**config.mk**
```make
export PLATFORM = sky130hd
export DESIGN_NAME = sdr_decoder_mx
export DESIGN_NICKNAME = d
export VERILOG_FILES = /design/src/rtl/sdr_decoder_mx.sv
export SDC_FILE = /design/constraint.sdc
export NUM_CORES = 1
export LEC_CHECK = 0
export CAP_MARGIN = 30
export CORE_AREA = 2 2 159 177
export DETAILED_ROUTE_END_ITERATION = 8
export DIE_AREA = 0 0 161 179
export GPL_TIMING_DRIVEN = 1
export PLACE_DENSITY = 0.61
export SYNTH_ARGS = -nofsm -noshare
export SYNTH_HDL_FRONTEND = slang
export SYNTH_SLANG_ARGS = --single-unit
export TNS_END_PERCENT = 1
```
**constraint.sdc**
```tcl
create_clock -name clk -period 6.6 [get_ports clk]
set_input_delay 0.99 -clock clk [delete_from_list [all_inputs] [get_ports clk]]
set_output_delay 0.99 -clock clk [all_outputs]
set_load 0.005 [all_outputs]
```
**src/rtl/sdr_decoder_mx.sv**
```systemverilog
// Multi-lane bit-serial signed-digit decoder: rebuilds one two's-complement word
// per lane from MSB-first digits and hands it downstream through a one-entry buffer.
module sdr_decoder_mx #(
  parameter int LANES  = 8,
  parameter int DIGITS = 8,
  parameter int OUT_W  = 9
) (
  input  logic                   clk,
  input  logic                   reset,
  input  logic                   in_valid,
  input  logic                   in_start,
  input  logic                   budget,
  input  logic [LANES-1:0]       digit_stream,
  input  logic [LANES-1:0]       sign_stream,
  output logic                   out_valid,
  input  logic                   out_ready,
  output logic [LANES*OUT_W-1:0] out_data,
  output logic [LANES-1:0]       budget_err,
  output logic [LANES-1:0]       fmt_err,
  output logic                   frame_err,
  output logic                   overflow
);

  localparam int CNT_W = $clog2(DIGITS);
  localparam int NZ_W  = $clog2(DIGITS + 1);
  localparam logic [CNT_W-1:0] LAST = CNT_W'(DIGITS - 1);

  typedef enum logic {IDLE, ACCUM} state_t;

  state_t                  state_q, state_d;
  logic [CNT_W-1:0]        cnt_q, cnt_d;
  logic                    bud_q, bud_d;
  logic                    take, complete, frame_set, restart;

  logic signed [OUT_W-1:0] acc_q [LANES];
  logic signed [OUT_W-1:0] acc_d [LANES];
  logic [NZ_W-1:0]         nz_q  [LANES];
  logic [NZ_W-1:0]         nz_d  [LANES];
  logic [LANES-1:0]        fmt_q, fmt_d, over_d;

  assign restart = in_valid & in_start;

  // NOTE: every signal written here gets a default first, so no path through
  // the case statement can leave one unassigned and infer a latch.
  always_comb begin
    state_d   = state_q;
    cnt_d     = cnt_q;
    bud_d     = bud_q;
    take      = 1'b0;
    complete  = 1'b0;
    frame_set = 1'b0;
    unique case (state_q)
      IDLE: begin
        if (restart) begin
          take    = 1'b1;
          cnt_d   = CNT_W'(1);
          bud_d   = budget;
          state_d = ACCUM;
        end
      end
      ACCUM: begin
        if (in_valid) begin
          take = 1'b1;
          if (in_start) begin
            frame_set = 1'b1;
            cnt_d     = CNT_W'(1);
            bud_d     = budget;
          end else if (cnt_q == LAST) begin
            complete = 1'b1;
            cnt_d    = '0;
            state_d  = IDLE;
          end else begin
            cnt_d = cnt_q + CNT_W'(1);
          end
        end
      end
      default: state_d = IDLE;
    endcase
  end

  // Per-lane datapath; a start digit begins from a zero base so the same
  // 2*acc + d step serves both the first digit and every later one.
  always_comb begin
    logic signed [OUT_W-1:0] dv;
    logic signed [OUT_W-1:0] base;
    dv     = '0;
    base   = '0;
    fmt_d  = '0;
    over_d = '0;
    for (int i = 0; i < LANES; i++) begin
      dv       = digit_stream[i] ? (sign_stream[i] ? '1 : OUT_W'(1)) : '0;
      base     = restart ? '0 : acc_q[i];
      acc_d[i] = (base <<< 1) + dv;
      nz_d[i]  = (restart ? '0 : nz_q[i]) + NZ_W'(digit_stream[i]);
      fmt_d[i] = (~restart & fmt_q[i]) | (sign_stream[i] & ~digit_stream[i]);
      over_d[i] = nz_d[i] > (bud_q ? NZ_W'(3) : NZ_W'(2));
    end
  end

  // NOTE: the accumulator array is a handful of flops, not a RAM, so it is
  // reset explicitly; a mid-word reset must leave no trace of the partial word.
  always_ff @(posedge clk or negedge reset) begin
    if (!reset) begin
      state_q <= IDLE;
      cnt_q   <= '0;
      bud_q   <= 1'b0;
      fmt_q   <= '0;
      for (int i = 0; i < LANES; i++) begin
        acc_q[i] <= '0;
        nz_q[i]  <= '0;
      end
    end else begin
      // NOTE: non-blocking assignments so every register samples pre-edge values.
      state_q <= state_d;
      cnt_q   <= cnt_d;
      bud_q   <= bud_d;
      if (take) begin
        fmt_q <= fmt_d;
        for (int i = 0; i < LANES; i++) begin
          acc_q[i] <= acc_d[i];
          nz_q[i]  <= nz_d[i];
        end
      end
    end
  end

  // One-entry output buffer: a completed word loads only if the slot is free
  // or is being drained this same cycle; otherwise it is dropped.
  always_ff @(posedge clk or negedge reset) begin
    if (!reset) begin
      out_valid  <= 1'b0;
      out_data   <= '0;
      budget_err <= '0;
      fmt_err    <= '0;
      frame_err  <= 1'b0;
      overflow   <= 1'b0;
    end else begin
      if (frame_set) frame_err <= 1'b1;
      if (complete && (!out_valid || out_ready)) begin
        out_valid  <= 1'b1;
        budget_err <= over_d;
        fmt_err    <= fmt_d;
        for (int i = 0; i < LANES; i++) out_data[i*OUT_W +: OUT_W] <= acc_d[i];
      end else if (complete) begin
        overflow <= 1'b1;
      end else if (out_valid && out_ready) begin
        out_valid <= 1'b0;
      end
    end
  end

endmodule

```
==> reports/metrics.cfg <==
[run_status]
outcome = finished clean

[critical_path]
worstRegToRegCells = 8
max_stage_delay_ns = 0.47
reg2reg_from = cnt_q[0]
critPathKind = primary input to flop
r2r_setup_slack_ns = 4.06
cp_top_family = buffers and inverters
crit_path_frequent_cell = nand2_1
worstPathMaxFanout = 69
worst-path-buf-inv = 3
worstPathRequired_ns = 6.90
critPathSlowestCell = clkdlybuf4s50_1
start_kind = primary input
critical_path.cell_chain = clkdlybuf4s50_1 -> buf_4 -> nand2_4 -> buf_12 -> nand2_1 -> xnor2_1 -> ha_1 -> nand2_1 -> a211oi_1 -> o21a_1 -> o311ai_1 -> mux2i_1 -> o311ai_0
reg2reg_to = out_data[52]
end_kind = flop
arrival_ns = 4.31

[floorplan]
die_w_um = 161
die_y_um = 179
dieArea_mm2 = 0.0288
core.rowCount = 64
start_util_pct = 44.2
num_io_pins = 113
coreArea_mm2 = 0.0272

[timing]
holdWs_ns = 0.476
max_freq_mhz = 250
rsz0062_at_grt = no
timing.final.crit_period_ns = 4.00
hold_viol_final = 0
setup-violations-final = 0
min_period_over_period_pct = 60.7
tns_ns = 0
worst_pin_slew_ns = 0.870
max-slew-margin-rel_pct = 41.8
maxSlewViolCount = 0
fin_skew_ns = 0.0139

[placement]
dpl.cell_count = 1789
globalplace.congestion = 0.804
io_buffers = 112
dp_hpwl_mm = 20.3

[synth]
yosysTopAreaCell = dfrtp_1
synthesis.nets = 1467
synth_area_mm2 = 0.0120
netlist_top_cells_area = dfrtp_1 (42%), nand2_1 (9.4%), ha_1 (6.5%)
synth_top_area_share_pct = 41.6
ys_types = 69
ys_ff_latch = 200
synth.avg_cell_area_um2 = 8.70
synthArstFlopShare_pct = 100
ys.flop_type = dfrtp_1
syn_inst = 1382
yosys_warnings = 0
synth_edf_count = 0
seq_area_frac_synth_pct = 41.6

[drt]
drt-wirelength-per-cell_um = 16.4
drt_iter0_markers = 707
drt-total-wl_mm = 29.8
final_antenna_net_count = 0
drc_errors = 0
via_per_inst = 5.46
vias = 9939
drt-pass1-iter-count = 9

[grt]
grtUsageTotal_pct = 21.6
grt_max_degree = 85
grt_pass1_wl_mm = 50.0
grt_pass1_vias = 9522
grt_remaining_overflow = 0
antenna_found_initial = 0

[pwr]
intPower_uw = 2880
pwr-share-seq_pct = 41.6
leakage_uw = 0.00622
peakVddDrop_mv = 0.156
switchingPower_uw = 1500
p_comb_share_pct = 33.9
p_per_area_mw_per_mm2 = 313
clock_power_share_pct = 24.6
p_sw_share_pct = 34.2

[min_path]
min_path_type = flop to flop
hold_start = out_data[20]
hold_depth = 2
worstHoldEndpoint = out_data[20]

[clocking]
cts_tree = done
clk_pin_slew_worst_paths_ns = 0.08
cts_resized = 0
clock_sinks = 200
post_cts_buffers = 0
cts_root_buf = clkbuf_16
insertion_delay_ns = 0.45
clock_path_buffers = 2
cts_buffers = 17
hold_buffers = 0
cts.htree.levels = 4

[layout]
nFillCells = 2594
final_common_cell = nand2_1
regArea_mm2 = 0.00500
nets = 1530
n_antenna_cell = 0
syn2layout_area_growth_pct = 16.2
post-route-util_pct = 51.3
layout_common_cells = nand2_1 (301), dfrtp_1 (200), o21ai_0 (134)
layout.cells.non_filler = 1821
multiInputGateArea_mm2 = 0.00647
drive_gt1_share_pct = 6.10

[flow_run]
drv_cap = 0

==> power groups by stage <==
stage               clock (uW)  combinational [uW]  sequential [uW]
floorplan                    0                 899             1780
global placement             0                1470             1840
detailed placement           0                1500             1840
CTS                       1100                1500             1820
global route              1150                1690             1870
finish                    1080                1480             1820
==> layer usage <==
layer,global-route usage (%),wire [um],vias up
li1,-,-,4943
met1,30.2,14300,4764
met2,35.6,14000,205
met3,2.94,1110,27
met4,5.21,350,0
met5,0,0,-
==> per-stage QoR <==
| step | worst slack [ns] | cell area (um^2) | power (uW) |
|---|---|---|---|
| after detailed placement | 2.15 | 13400 | 3340 |
| after global routing | 2.32 | 14000 | 4700 |
| after global placement | 2.24 | 13300 | 3310 |
| after floorplan | 3.07 | 12000 | 2670 |
| final | 2.60 | 14000 | 4380 |
| after CTS | 2.60 | 14000 | 4420 |
==> cell type report <==
class | instances | area share (%)
clock buffer | 18 | 3.07
clock inverter | 14 | 1.13
inverter | 36 | 0.968
multi-input combinational | 1059 | 46.3
sequential | 200 | 35.8
tap | 363 | 3.25
timing repair buffer | 131 | 9.40
==> synth_stat cells, types with 3 or more instances <==
cell type	number
and3_1	7
nor3b_1	21
nand2b_1	8
a21boi_0	7
nand2_1	301
o21a_1	10
dfrtp_1	200
xor2_1	6
o22ai_1	16
clkbuf_1	32
inv_2	4
a31oi_1	9
buf_6	4
a32oi_1	5
buf_2	37
nor2_1	66
nor3_1	27
a2111oi_0	7
a21boi_1	3
o31ai_1	9
a311oi_1	8
inv_1	32
or3_1	13
o311ai_0	10
o21ai_1	7
ha_1	62
buf_1	8
a21bo_2	3
a21oi_1	71
a21o_1	10
and2_1	41
a211oi_1	4
a2bb2oi_1	6
a21boi_2	3
xnor2_1	66
o21bai_1	9
o21ai_0	134
nand3_1	13
nor2b_1	8
mux2i_1	9
a41oi_1	6
mux2_2	17
buf_4	6
a22oi_1	17
a22o_1	7
==> cells by family (layout without fill, tap and decap cells) <==
family / Yosys count / after routing / synth area share [%]
fa+ha+maj: 64 / 64 / 6.70
buf+inv: 123 / 199 / 4.66
compound gates: 384 / 384 / 20.4
flops: 200 / 200 / 41.6
simple gates: 513 / 513 / 19.0
xor+xnor: 72 / 72 / 5.25
mux: 26 / 26 / 2.34
==> tightest hold or removal path, cell delays in order (launching register included) <==
cell	delay (ns)
dfrtp_1	0.35
nand2_1	0.05
nand2_1	0.05
==> registers in the layout (all words and copies together), names as in the netlist <==
register	flops
out_valid	1
frame_err	1
nz_q	32
fmt_err	8
overflow	1
out_data	72
state_q	1
acc_q	64
bud_q	1
budget_err	8
cnt_q	3
fmt_q	8
==> how the worst max path moves through the flow <==
stage	start	to	slack [ns]	cells after the start
after global placement	in_valid	acc_q[34]	2.24	12
after global routing	in_valid	out_data[43]	2.32	13
final	in_valid	out_data[43]	2.60	13
after CTS	in_valid	out_data[43]	2.60	13
after detailed placement	in_valid	out_data[43]	2.15	12
after floorplan	in_valid	acc_q[25]	3.07	13
(Power assumes the default switching activity.)
